$ cat src/rtl/lsu_pkg.sv
// Shared definitions for the load/store unit: funct3 size codes, FSM states and access checks.
// Helper functions are pure combinational and evaluate the request currently on the core port.
package lsu_pkg;

  localparam logic [2:0] LDST_B  = 3'd0;
  localparam logic [2:0] LDST_H  = 3'd1;
  localparam logic [2:0] LDST_W  = 3'd2;
  localparam logic [2:0] LDST_BU = 3'd4;
  localparam logic [2:0] LDST_HU = 3'd5;

  typedef enum logic {
    IDLE = 1'b0,
    WAIT = 1'b1
  } lsu_state_t;

  // Stores have no signed/unsigned variants, so only B/H/W are legal for them.
  function automatic logic size_legal(input logic we, input logic [2:0] size);
    logic ok;
    if (we) ok = (size == LDST_B) || (size == LDST_H) || (size == LDST_W);
    else    ok = (size == LDST_B) || (size == LDST_H) || (size == LDST_W) ||
                 (size == LDST_BU) || (size == LDST_HU);
    return ok;
  endfunction

  function automatic logic misaligned(input logic [2:0] size, input logic [1:0] offset);
    logic bad;
    case (size)
      LDST_H, LDST_HU: bad = offset[0];
      LDST_W:          bad = (offset != 2'b00);
      default:         bad = 1'b0;
    endcase
    return bad;
  endfunction

endpackage

$ cat src/rtl/lsu_load_ext.sv
// Load data alignment: selects the addressed byte/halfword of a memory word and sign/zero-extends it.
// Purely combinational, no state and no flow control.
module lsu_load_ext
  import lsu_pkg::*;
(
  input  logic [31:0] mem_rd,
  input  logic [1:0]  offset,
  input  logic [2:0]  size,
  output logic [31:0] rd
);

  logic [7:0]  byte_sel;
  logic [15:0] half_sel;

  always_comb begin
    case (offset)
      2'd0:    byte_sel = mem_rd[7:0];
      2'd1:    byte_sel = mem_rd[15:8];
      2'd2:    byte_sel = mem_rd[23:16];
      default: byte_sel = mem_rd[31:24];
    endcase
    half_sel = offset[1] ? mem_rd[31:16] : mem_rd[15:0];

    case (size)
      LDST_B:  rd = {{24{byte_sel[7]}}, byte_sel};
      LDST_BU: rd = {24'h0, byte_sel};
      LDST_H:  rd = {{16{half_sel[15]}}, half_sel};
      LDST_HU: rd = {16'h0, half_sel};
      default: rd = mem_rd;
    endcase
  end

endmodule

$ cat src/rtl/lsu_ctrl.sv
// Load/store unit: turns core accesses into one word-aligned ext_mem request and returns extended load data.
// Core stalls from the request cycle until mem_ready_i; misaligned/illegal accesses only pulse an error flag.
module lsu_ctrl
  import lsu_pkg::*;
(
  input  logic        clk_i,
  input  logic        rst_ni,
  input  logic        core_req_i,
  input  logic        core_we_i,
  input  logic [2:0]  core_size_i,
  input  logic [31:0] core_addr_i,
  input  logic [31:0] core_wd_i,
  output logic [31:0] core_rd_o,
  output logic        core_stall_o,
  output logic        misalign_o,
  output logic        illegal_o,
  output logic        mem_req_o,
  output logic        mem_we_o,
  output logic [3:0]  mem_be_o,
  output logic [31:0] mem_addr_o,
  output logic [31:0] mem_wd_o,
  input  logic [31:0] mem_rd_i,
  input  logic        mem_ready_i
);

  lsu_state_t  state_q;
  logic [1:0]  offset_q;
  logic [2:0]  size_q;

  logic        idle_req;
  logic        bad_size;
  logic        bad_align;
  logic        issue;
  logic [31:0] ext_rd;

  assign bad_size  = !size_legal(core_we_i, core_size_i);
  assign bad_align = !bad_size && misaligned(core_size_i, core_addr_i[1:0]);

  // Gated by rst_ni so a core holding core_req_i through reset cannot launch an access.
  assign idle_req = rst_ni && (state_q == IDLE) && core_req_i;
  assign issue    = idle_req && !bad_size && !bad_align;

  assign illegal_o    = idle_req && bad_size;
  assign misalign_o   = idle_req && bad_align;
  assign mem_req_o    = issue;
  assign mem_we_o     = issue && core_we_i;
  assign mem_addr_o   = core_addr_i;
  assign core_stall_o = issue || ((state_q == WAIT) && !mem_ready_i);

  always_comb begin
    mem_be_o = 4'hF;
    mem_wd_o = core_wd_i;
    if (core_we_i) begin
      case (core_size_i)
        LDST_B: begin
          mem_be_o = 4'b0001 << core_addr_i[1:0];
          mem_wd_o = {4{core_wd_i[7:0]}};
        end
        LDST_H: begin
          mem_be_o = 4'b0011 << {core_addr_i[1], 1'b0};
          mem_wd_o = {2{core_wd_i[15:0]}};
        end
        default: begin
          mem_be_o = 4'hF;
          mem_wd_o = core_wd_i;
        end
      endcase
    end
  end

  always_ff @(posedge clk_i or negedge rst_ni) begin
    if (!rst_ni) begin
      state_q  <= IDLE;
      offset_q <= 2'b00;
      size_q   <= LDST_B;
    end else begin
      case (state_q)
        IDLE: begin
          if (issue) begin
            state_q  <= WAIT;
            offset_q <= core_addr_i[1:0];
            size_q   <= core_size_i;
          end
        end
        WAIT: begin
          if (mem_ready_i) state_q <= IDLE;
        end
        default: state_q <= IDLE;
      endcase
    end
  end

  lsu_load_ext u_load_ext (
    .mem_rd (mem_rd_i),
    .offset (offset_q),
    .size   (size_q),
    .rd     (ext_rd)
  );

  // Memory read data is only meaningful in the response cycle; hold the result at zero otherwise.
  assign core_rd_o = ((state_q == WAIT) && mem_ready_i) ? ext_rd : 32'h0;

endmodule

$ cat config.mk
export PLATFORM = sky130hd
export DESIGN_NAME = lsu_ctrl
export DESIGN_NICKNAME = d
export VERILOG_FILES = /design/src/rtl/lsu_pkg.sv /design/src/rtl/lsu_load_ext.sv /design/src/rtl/lsu_ctrl.sv
export SDC_FILE = /design/constraint.sdc
export NUM_CORES = 1
export LEC_CHECK = 0
export BUFFER_PORTS_ARGS = -buffer_cell sky130_fd_sc_hd__clkbuf_2
export CAP_MARGIN = 5
export CORE_AREA = 2 2 81 83
export CTS_CLUSTER_SIZE = 16
export DETAILED_ROUTE_END_ITERATION = 8
export DIE_AREA = 0 0 83 85
export MAX_ROUTING_LAYER = met4
export PLACE_DENSITY = 0.74
export SETUP_SLACK_MARGIN = 0.5
export SYNTH_ARGS = -nofsm -noshare
export SYNTH_HDL_FRONTEND = slang
export SYNTH_SLANG_ARGS = --single-unit
$ cat constraint.sdc
create_clock -name clk_i -period 1.9 [get_ports clk_i]
set_clock_uncertainty 0.15 [all_clocks]
set_input_delay 0.19 -clock clk_i [delete_from_list [all_inputs] [get_ports clk_i]]
set_output_delay 0.19 -clock clk_i [all_outputs]
set_load 0.01 [all_outputs]
# [Word level (Yosys, flattened, before mapping)]
# Index checks and enable logic that the tools add are counted.
[totals] input_bits=104 wordCells=52 out_inout_bits=105 ff_bits=6
[op_classes] mux=13 n_reduce_logical=24 eq_ne=9 n_shift=2 n_bitwise=1
[ops] op="32-bit case mux with 4 select lines" n=1
[ops] op="32-bit two-way mux" n=2
[ops] op="32-bit case mux with 2 select lines" n=1
[ops] op="8-bit case mux with 3 select lines" n=1
[ops] op="16-bit two-way mux" n=1
[ops] op="3-bit equality test, second input constant" n=4
[ops] op="1-bit logical AND" n=10
[ops] op="4-bit case mux with 2 select lines" n=1
[ops] op="3-bit by 1-bit equality test with 1-bit output, second input constant" n=2
[ops] op="3-bit logical NOT" n=2
[ops] op="1-bit logical OR" n=5
[ops] op="4-bit two-way mux" n=1
[ops] op="1-bit case mux with 2 select lines" n=2
[ops] op="1-bit by 2-bit << shifter with 4-bit output, first input constant" n=1
[ops] op="2-bit by 2-bit << shifter with 4-bit output, first input constant" n=1
[ops] op="3-bit by 2-bit equality test with 1-bit output, second input constant" n=1
[ops] op="1-bit logical NOT" n=3
[ops] op="1-bit two-way mux" n=3
[ops] op="2-bit by 1-bit equality test with 1-bit output, second input constant" n=1
[ops] op="2-bit equality test, second input constant" n=1
[ops] op="2-bit logical NOT" n=1
[ops] op="2-bit AND reduction" n=1
[ops] op="2-bit nonzero test" n=1
[ops] op="2-bit OR reduction" n=1
[ops] op="1-bit inverter" n=1

# [Longest topological paths before layout]
# Gate-level depths: netlist of the first run.
[depth] word_depth=11 depth_mapped=6 mapped_depth_nobuf=4

# [Hierarchy]
# Synthesis of the first run repeated with hierarchy kept, for this count alone.
[unflattened] hier_cells=290 area_unflattened_um2=2220.9
[by_module_without_submodules] mod="lsu_ctrl" cells_per_inst=157 seq_area_each_um2=150.1 area_per_inst_um2=1251.2 instances=1
[by_module_without_submodules] mod="lsu_load_ext" cells_per_inst=133 seq_area_each_um2=0.0 area_per_inst_um2=969.7 instances=1

# [Worst setup path before layout of the first run]
# Ideal clock, no wire load.
[synth_path] path_kind="register -> output" start="register size_q[0]" end="output port core_rd_o[0]" path_slack_ps=-55 arrival_ps=1615 path_buffers=0 required_time_ps=1560 stages_incl_launch_ff=5 path_cell_list="dfrtp_1 > nand2b_1 > a21oi_1 > nor2_1 > a2111oi_0"
[synth_via] elab_chain_len=3 word_cells_on_any_way=6 cone_classes="eq/ne (3); mux (2); reduce/logical (1)"
[synth_lines] element="start, declared" line="lsu_ctrl.sv:28" source="logic [2:0] size_q;"
[synth_lines] element="start signal, assigned" line="lsu_ctrl.sv:82" source="size_q <= core_size_i;"
[synth_lines] element="3-bit equality test, or another cell as far along" line="lsu_load_ext.sv:24" source="case (size)"
[synth_lines] element="32-bit case mux with 4 select lines (*)" line="lsu_load_ext.sv:24"
[synth_lines] element="32-bit two-way mux (*)" line="lsu_ctrl.sv:101" source="assign core_rd_o = ((state_q == WAIT) && mem_ready_i) ? ext_rd : 32'h0;"
[synth_lines] element="end, declared" line="lsu_ctrl.sv:13" source="output logic [31:0] core_rd_o,"
# Every way passes the cells marked *; elsewhere a longest branch is shown, timed or not.

# [Worst setup path after layout of the first run]
[layout_path] start="register offset_q[1]" end="output port core_rd_o[10]"
[layout_via] elab_chain_len=4 word_cells_on_any_way=7 cone_classes="eq/ne (2); mux (4); reduce/logical (1)"
[layout_lines] element="start, declared" line="lsu_ctrl.sv:27" source="logic [1:0] offset_q;"
[layout_lines] element="start signal, assigned" line="lsu_ctrl.sv:81" source="offset_q <= core_addr_i[1:0];"
[layout_lines] element="2-bit equality test, or another cell as far along" line="lsu_load_ext.sv:16" source="case (offset)"
[layout_lines] element="8-bit case mux with 3 select lines" line="lsu_load_ext.sv:16"
[layout_lines] element="32-bit case mux with 4 select lines (*)" line="lsu_load_ext.sv:24"
[layout_lines] element="32-bit two-way mux (*)" line="lsu_ctrl.sv:101"
# Marks and branches as above.

==> metrics.txt, run 1 <==
# TYPE chip_impl_metric gauge
chip_impl_info{name="violations",value="setup timing"} 1
chip_impl_metric{name="fin_hold_ws",unit="ns"} 0.0842
chip_impl_metric{name="register_clock_pin_slew_on_the_reported_worst_setup_and_hold_paths",unit="ns"} 0.03
chip_impl_metric{name="placedInstanceArea",unit="um2"} 2480
chip_impl_metric{name="asyncSetResetFlopFracSynth",unit="%"} 100
chip_impl_metric{name="wl_per_cell",unit="um"} 16.6
chip_impl_info{name="start_kind",value="flop"} 1
chip_impl_metric{name="cp.required",unit="ns"} 1.56
chip_impl_metric{name="grt_start_max_net_pins",unit=""} 13
chip_impl_metric{name="layoutNonFillerInstCount",unit=""} 440
chip_impl_metric{name="number_of_antenna_violations_at_the_first_check_in_global_routing",unit=""} 0
chip_impl_metric{name="drcViolationCount",unit=""} 0
chip_impl_info{name="hp-class",value="input port to flop"} 1
chip_impl_metric{name="layout.filler_cells",unit=""} 529
chip_impl_metric{name="antenna_left",unit=""} 0
chip_impl_metric{name="grt_pass1_vias",unit=""} 2212
chip_impl_info{name="timing_worst_setup_path_type",value="flop to output pin"} 1
chip_impl_metric{name="port_buffers",unit=""} 148
chip_impl_metric{name="synth-edff-count",unit=""} 0
chip_impl_metric{name="fraction_of_layout_cells_with_a_size_suffix_above_1",unit="%"} 74.7
chip_impl_metric{name="synthesized_area_fraction_occupied_by_ao_oa_aoi_and_oai_cells",unit="%"} 30.1
chip_impl_metric{name="crit_arrival",unit="ns"} 1.79
chip_impl_metric{name="grt.total_usage",unit="%"} 19.3
chip_impl_metric{name="synth_xor_xnor_area_share",unit="%"} 0
chip_impl_metric{name="synthesis.instances",unit=""} 224
chip_impl_metric{name="finalHoldViolations",unit=""} 0
chip_impl_metric{name="layout.nets",unit=""} 469
chip_impl_info{name="layout_common_cells",value="clkbuf_2, buf_6, buf_2"} 1
chip_impl_metric{name="post_synth_mux_area_share",unit="%"} 24.4
chip_impl_info{name="run_status",value="finished, violations left"} 1
chip_impl_metric{name="max_slew_margin",unit="%"} 72.6
chip_impl_info{name="tritoncts",value="done"} 1
chip_impl_metric{name="critical_path.max_fanout",unit=""} 12
chip_impl_metric{name="clock_sinks",unit=""} 6
chip_impl_info{name="rsz0062_at_grt",value="yes"} 1
chip_impl_metric{name="placementRows",unit=""} 29
chip_impl_metric{name="antenna_cells",unit=""} 0
chip_impl_metric{name="die_h",unit="um"} 85
chip_impl_metric{name="drv_cap",unit=""} 0
chip_impl_metric{name="dp_hpwl",unit="um"} 5440
chip_impl_metric{name="drt-vias-per-instance",unit=""} 5.16
chip_impl_metric{name="detailedRoute.firstPassIterationCount",unit=""} 4
chip_impl_metric{name="cts_htree_levels",unit=""} 1
chip_impl_info{name="postSynth.topFlopCell",value="dfrtp_1"} 1
chip_impl_info{name="root_buffer_cell",value="clkbuf_8"} 1
chip_impl_metric{name="timing.reg2reg.worst_path_depth",unit=""} 7
chip_impl_metric{name="post-route-util",unit="%"} 53.9
chip_impl_metric{name="synth_warnings",unit=""} 0
chip_impl_metric{name="placedCellCount",unit=""} 414
chip_impl_metric{name="power_density",unit="nW/um2"} 504
chip_impl_metric{name="fin_crit",unit="ns"} 2.13
chip_impl_metric{name="floorplan.die_area",unit="um2"} 7060
chip_impl_metric{name="layout_setup_ws",unit="ns"} -0.231
chip_impl_metric{name="synth.cell_area",unit="um2"} 1750
chip_impl_metric{name="detailroute.via_count",unit=""} 2269
chip_impl_metric{name="synth_fa_ha_area_share",unit="%"} 0
chip_impl_metric{name="postSynthRegisterBits",unit=""} 6
chip_impl_info{name="synth_top_family_by_area",value="compound AO/OA/AOI/OAI gates"} 1
chip_impl_metric{name="mappedNetlistNets",unit=""} 328
chip_impl_metric{name="final_area",unit="um2"} 3350
chip_impl_info{name="layout.cells.most_common",value="clkbuf_2"} 1
chip_impl_metric{name="cts_inserted_buffers",unit=""} 3
chip_impl_metric{name="core-area",unit="um2"} 6200
chip_impl_metric{name="die-width",unit="um"} 83
chip_impl_metric{name="slew_viol_final",unit=""} 0
chip_impl_metric{name="clock_tree.buffer_depth",unit=""} 2
chip_impl_metric{name="yosysUniqueCellTypes",unit=""} 37
chip_impl_info{name="worst_setup_path_end_kind",value="output pin"} 1
chip_impl_metric{name="vdd_ir_drop_max",unit="mV"} 0.216
chip_impl_metric{name="setup_viol",unit=""} 30
chip_impl_metric{name="synth.yosys.seq_area_share",unit="%"} 8.60
chip_impl_metric{name="num_io_pins",unit=""} 209
chip_impl_metric{name="layout-area-overhead-vs-synth",unit="%"} 91.7
chip_impl_metric{name="grt_pass1_wl",unit="um"} 10900
chip_impl_metric{name="hold_path_depth",unit=""} 2
chip_impl_metric{name="transition_time_at_the_pin_with_the_least_slew_margin",unit="ns"} 0.409
chip_impl_metric{name="synth.avg_cell_area",unit="um2"} 7.79
chip_impl_metric{name="place.gp.congestion",unit=""} 0.860
chip_impl_metric{name="post-route-period-util",unit="%"} 112
chip_impl_metric{name="grt-ovfl-total",unit=""} 0
chip_impl_metric{name="initial_core_util",unit="%"} 28.1
chip_impl_metric{name="leakage",unit="uW"} 0.00179
chip_impl_metric{name="synthSimpleGateAreaFrac",unit="%"} 11.5
chip_impl_metric{name="max_freq",unit="GHz"} 0.469
chip_impl_metric{name="iter_0_drt_violations",unit=""} 56
chip_impl_metric{name="wl",unit="um"} 7310
chip_impl_metric{name="report.power.total",unit="uW"} 1680
chip_impl_metric{name="worst_skew_pair.late_latency",unit="ns"} 0.22
per-layer routing:
layer  up-vias  global-route usage (%)  part of all wire (%)
li1       1069                       -                     -
met1      1072                    19.6                    36
met2       110                    37.4                    55
met3        18                    3.40                   6.3
met4         0                    6.41                   2.3
met5         -                       -                     0
power breakdown:
| part | switching, uW | leakage [uW] | total, uW | internal [uW] |
|---|---|---|---|---|
| sequential | 36.1 | 0.0000723 | 198 | 162 |
| clock | 49.1 | 0.0000216 | 185 | 136 |
| combinational | 664 | 0.00169 | 1300 | 638 |
repair_timing:
| action | CTS | global route |
|---|---|---|
| gates cloned | 3 | 0 |
| pin swaps | 7 | 6 |
| endpoints found under the setup margin | 65 | 70 |
| hold buffers | 1 | 0 |
| gates resized for setup | 88 | 74 |
| hold endpoints to repair | 6 | 0 |
| setup buffers | 11 | 8 |
flip-flops by register name (all words and copies together) (netlist names):
| signal | flops |
|---|---|
| state_q | 1 |
| offset_q | 2 |
| size_q | 3 |
final timing paths:
| check | from | to | slack [ns] |
|---|---|---|---|
| setup / recovery | offset_q[1]$_DFFE_PN0P_ | core_rd_o[10] | -0.23 |
| min in group asynchronous | rst_ni | state_q$_DFF_PN0_ | 0.30 |
| hold / removal | mem_ready_i | state_q$_DFF_PN0_ | 0.08 |
| max in group asynchronous | rst_ni | offset_q[0]$_DFFE_PN0P_ | 1.08 |
| hold reg to reg | size_q[2]$_DFFE_PN0P_ | size_q[2]$_DFFE_PN0P_ | 0.40 |
| setup reg to reg | state_q$_DFF_PN0_ | size_q[2]$_DFFE_PN0P_ | 0.19 |
cell type report:
class	instances	area [um2]	share of cell area, %
clock buffers	3	41.3	1.23
inverters	13	58.8	1.76
multi-input cells	151	1580	47.1
repair buffers	190	1420	42.6
well taps	77	96.3	2.88
flip-flops and latches	6	150	4.49
cell usage after synthesis, types with 2 or more instances:
cell | count | area, um2
buf_4 | 41 | 308
mux2i_1 | 20 | 200
nor2_1 | 18 | 67.6
a21o_1 | 16 | 120
a21oi_1 | 12 | 60.1
inv_1 | 12 | 45.0
mux2_1 | 12 | 135
o22ai_1 | 11 | 68.8
a221oi_1 | 9 | 78.8
mux2_2 | 8 | 90.1
nand2_1 | 7 | 26.3
dfrtp_1 | 6 | 150
clkbuf_1 | 5 | 18.8
o21ai_0 | 5 | 25.0
buf_2 | 4 | 20.0
nor2b_1 | 4 | 25.0
o221a_2 | 4 | 45.0
o31a_1 | 4 | 35.0
and2_1 | 3 | 18.8
nand2b_1 | 3 | 18.8
a2111oi_0 | 2 | 17.5
nor2_2 | 2 | 12.5
nor3_1 | 2 | 10.0
cells by family after synthesis:
kind of cell / Yosys count
and+or+nand+nor: 42
AOI/OAI and AO/OA: 69
muxes: 40
DFF: 6
buffers and inverters: 67
worst max-delay path: stages, from the launching register on:
cell and delay (ns):
dfrtp_1 0.38, buf_4 0.21, inv_8 0.10, mux2i_4 0.26, a21oi_4 0.09, buf_12 0.15
a221oi_2 0.19, clkbuf_2 0.18
per-stage QoR:
step / setup slack, ns / setup TNS [ns]
after floorplan: 0.0935 / 0
final: -0.231 / -5.24
after detailed placement: -0.0252 / -0.0767
after global routing: -0.313 / -8.35
after CTS: -0.227 / -5.84
after global placement: 0.0167 / 0
Power figures use the tool's default switching activity.
==> run 2: changes to the inputs <==
- ABC_AREA: not set -> 1
- GPL_ROUTABILITY_DRIVEN: not set -> 0
- PLACE_DENSITY: 0.74 -> 0.71
- clock period: 1.9 -> 2.6 ns (I/O delays scaled with it)
==> run 2 against run 1 <==
Net effect: the run now ends clean; area after synthesis is 1.4% higher; die area is the same; register-to-register slack improved by 1.0 ns; critical path depth grew 2; clock-buffer cell count is the same; worst setup slack improved by 0.78 ns; clock power is 26% lower; global-route usage is 1.7 points lower; first-iteration DRC count rose by 63%; cell count grew 18%.
==> metrics.txt, run 2 <==
# TYPE chip_impl_metric gauge
chip_impl_info{name="run_status",value="complete, no violations"} 1
chip_impl_metric{name="layout.filler_cells",unit=""} 701
chip_impl_metric{name="antenna_left",unit=""} 0
chip_impl_metric{name="largest_register_ff_count",unit=""} 3
chip_impl_metric{name="drt-vias-per-instance",unit=""} 4.93
chip_impl_metric{name="drv_cap",unit=""} 0
chip_impl_metric{name="synth.yosys.seq_area_share",unit="%"} 8.48
chip_impl_metric{name="critical-path-max-stage-delay",unit="ns"} 0.43
chip_impl_metric{name="floorplan.die_area",unit="um2"} 7060
chip_impl_info{name="synthTopCellsByCount",value="nand2_1, o21ai_0, buf_4"} 1
chip_impl_metric{name="finalSetupTns",unit="ns"} 0
chip_impl_metric{name="synth.avg_cell_area",unit="um2"} 5.36
chip_impl_metric{name="max_freq",unit="GHz"} 0.487
chip_impl_metric{name="grt_pass1_wl",unit="um"} 10000
chip_impl_info{name="postSynth.topFlopCell",value="dfrtp_1"} 1
chip_impl_metric{name="drcViolationCount",unit=""} 0
chip_impl_metric{name="worst_skew_pair.late_latency",unit="ns"} 0.22
chip_impl_metric{name="synth_warnings",unit=""} 0
chip_impl_metric{name="layout-area-overhead-vs-synth",unit="%"} 40.8
chip_impl_metric{name="initial_core_util",unit="%"} 28.5
chip_impl_metric{name="finalHoldViolations",unit=""} 0
chip_impl_metric{name="wl_per_cell",unit="um"} 13.1
chip_impl_info{name="crit_path_frequent_cell",value="nand2_4"} 1
chip_impl_metric{name="core-area",unit="um2"} 6200
chip_impl_metric{name="mappedNetlistNets",unit=""} 434
chip_impl_metric{name="vdd_ir_drop_max",unit="mV"} 0.246
chip_impl_metric{name="die_h",unit="um"} 85
chip_impl_metric{name="reg2reg_setup_slack",unit="ns"} 1.22
chip_impl_metric{name="slew_viol_final",unit=""} 0
chip_impl_metric{name="report.power.total",unit="uW"} 1120
chip_impl_info{name="layout_common_cells",value="clkbuf_2, nand2_1, o21ai_0"} 1
chip_impl_metric{name="cp.required",unit="ns"} 2.19
chip_impl_metric{name="clock_sinks",unit=""} 6
chip_impl_info{name="registers_with_the_most_flip_flops",value="size_q x3, offset_q x2, state_q x1"} 1
chip_impl_metric{name="antenna_cells",unit=""} 0
chip_impl_info{name="hp-class",value="input port to flop"} 1
chip_impl_metric{name="dp_hpwl",unit="um"} 5220
chip_impl_info{name="most_congested_layer_reported_by_global_routing",value="met2"} 1
chip_impl_info{name="start_kind",value="flop"} 1
chip_impl_info{name="crit_family",value="flip-flops"} 1
chip_impl_info{name="worst_setup_path_end_kind",value="output pin"} 1
chip_impl_metric{name="synth-edff-count",unit=""} 0
chip_impl_metric{name="register_clock_pin_slew_on_the_reported_worst_setup_and_hold_paths",unit="ns"} 0.03
chip_impl_metric{name="layout.nets",unit=""} 550
chip_impl_metric{name="clock_tree.buffer_depth",unit=""} 2
chip_impl_metric{name="yosysUniqueCellTypes",unit=""} 24
chip_impl_info{name="timing_worst_setup_path_type",value="flop to output pin"} 1
chip_impl_metric{name="post-route-period-util",unit="%"} 78.9
chip_impl_metric{name="leakage",unit="uW"} 0.00141
chip_impl_info{name="netlist_top_cells_area",value="nand2_1, buf_4, o21ai_0"} 1
chip_impl_metric{name="synthesis.instances",unit=""} 330
chip_impl_metric{name="transition_time_at_the_pin_with_the_least_slew_margin",unit="ns"} 0.420
chip_impl_metric{name="grt-ovfl-total",unit=""} 0
chip_impl_metric{name="placementRows",unit=""} 29
chip_impl_metric{name="number_of_antenna_violations_at_the_first_check_in_global_routing",unit=""} 0
chip_impl_metric{name="synth_top_area_share",unit="%"} 20.8
chip_impl_metric{name="die-width",unit="um"} 83
chip_impl_metric{name="critical_path.max_fanout",unit=""} 9
chip_impl_metric{name="fin_crit",unit="ns"} 2.05
chip_impl_metric{name="detailroute.via_count",unit=""} 2570
chip_impl_metric{name="postSynthRegisterBits",unit=""} 6
chip_impl_metric{name="wl",unit="um"} 6850
chip_impl_metric{name="power_density",unit="nW/um2"} 451
chip_impl_metric{name="fraction_of_layout_cells_with_a_size_suffix_above_1",unit="%"} 45.5
chip_impl_metric{name="max_slew_margin",unit="%"} 71.7
chip_impl_metric{name="global_route.usage.met1",unit="%"} 19.4
chip_impl_metric{name="cts_htree_levels",unit=""} 1
chip_impl_info{name="layout.cells.most_common",value="clkbuf_2"} 1
chip_impl_metric{name="num_io_pins",unit=""} 209
chip_impl_info{name="timing.critical_path.slowest_stage_cell",value="dfrtp_2"} 1
chip_impl_metric{name="grt_start_max_net_pins",unit=""} 33
chip_impl_info{name="root_buffer_cell",value="clkbuf_8"} 1
chip_impl_metric{name="iter_0_drt_violations",unit=""} 91
chip_impl_info{name="top_register",value="size_q"} 1
chip_impl_info{name="tritoncts",value="done"} 1
chip_impl_metric{name="setup_viol",unit=""} 0
chip_impl_metric{name="grtUsageMet2",unit="%"} 32.3
chip_impl_metric{name="synth.cell_area",unit="um2"} 1770
chip_impl_metric{name="detailedRoute.firstPassIterationCount",unit=""} 4
chip_impl_metric{name="cts_inserted_buffers",unit=""} 3
chip_impl_metric{name="grt_util_met3",unit="%"} 2.33
chip_impl_metric{name="grt_pass1_vias",unit=""} 2201
chip_impl_metric{name="worstPathBufferInverterCount",unit=""} 3
chip_impl_info{name="yosys_top_cell_by_area",value="nand2_1"} 1
chip_impl_info{name="rsz0062_at_grt",value="yes"} 1
chip_impl_metric{name="port_buffers",unit=""} 148
chip_impl_metric{name="fin_hold_ws",unit="ns"} 0.112
chip_impl_metric{name="asyncSetResetFlopFracSynth",unit="%"} 100
chip_impl_info{name="synthMostInstantiatedCell",value="nand2_1"} 1
chip_impl_metric{name="crit_arrival",unit="ns"} 1.64
chip_impl_metric{name="grt.total_usage",unit="%"} 17.6
chip_impl_info{name="path_cells",value="inv_2 -> nand2_4 -> nor2_1 -> nand2_1 -> nand2_2 -> nand2_4 -> buf_4 -> a21oi_1 -> clkbuf_2"} 1
run 2: cell types whose count changed after synthesis, sizes merged, moves of 12 or more:
| cell | delta |
|---|---|
| nand2 | +97 |
| inv | +16 |
| nor2 | +16 |
| a21o | -16 |
| o21ai | +51 |
| mux2i | -20 |
| nand3 | +12 |
| mux2 | -20 |
run 2: path summary, 6_finish.rpt:
path	start	cells after the start	end
max	size_q[1]$_DFFE_PN0P_	9	core_rd_o[11]
min	mem_ready_i	2	state_q$_DFF_PN0_
max reg2reg	state_q$_DFF_PN0_	8	offset_q[0]$_DFFE_PN0P_
min reg2reg	state_q$_DFF_PN0_	2	state_q$_DFF_PN0_
max in group asynchronous	rst_ni	2	offset_q[1]$_DFFE_PN0P_
min in group asynchronous	rst_ni	2	offset_q[0]$_DFFE_PN0P_
run 2: area by class of cell:
class | instances | area (um2) | share of cell area, %
Clock buffer | 3 | 41.3 | 1.66
Inverter | 29 | 115 | 4.62
Multi-Input combinational cell | 240 | 1190 | 47.8
Sequential cell | 6 | 153 | 6.12
Tap cell | 77 | 96.3 | 3.87
Timing Repair Buffer | 165 | 887 | 35.6
Timing Repair inverter | 1 | 7.51 | 0.301
run 2: logic make-up (layout without fill, tap and decap cells):
logic type	after synthesis	after routing	synth area share, %
buf+inv	85	198	28.6
compound gates	76	76	22.4
flops	6	6	8.48
simple gates	163	164	40.5
run 2: metal layers:
metal	share of wire, %	vias up
met2	52	166
met5	0	-
met3	8.5	15
met4	2.5	0
met1	37	1141
li1	-	1248
run 2: timing repair:
action,in CTS,in global routing
pin swaps,1,2
hold buffers,1,0
gates resized for setup,8,14
endpoints found under the hold margin,6,0
endpoints found under the setup margin,36,29
cloned,0,2
setup buffers,9,5
run 2: metrics by stage:
stage,util [%],instances,area (um2),worst slack (ns)
floorplan,-,330,1770,0.886
global placement,35.9,501,2230,0.449
detailed placement,35.9,501,2230,0.461
CTS,38.5,514,2390,0.509
global route,40.2,521,2490,0.487
finish,40.2,521,2490,0.549
run 2: report_power, final:
group | total [uW] | switching (uW) | internal [uW]
combinational | 843 | 536 | 307
clock | 137 | 38.2 | 99.2
sequential | 145 | 26.0 | 119
total | 1120 | 600 | 525
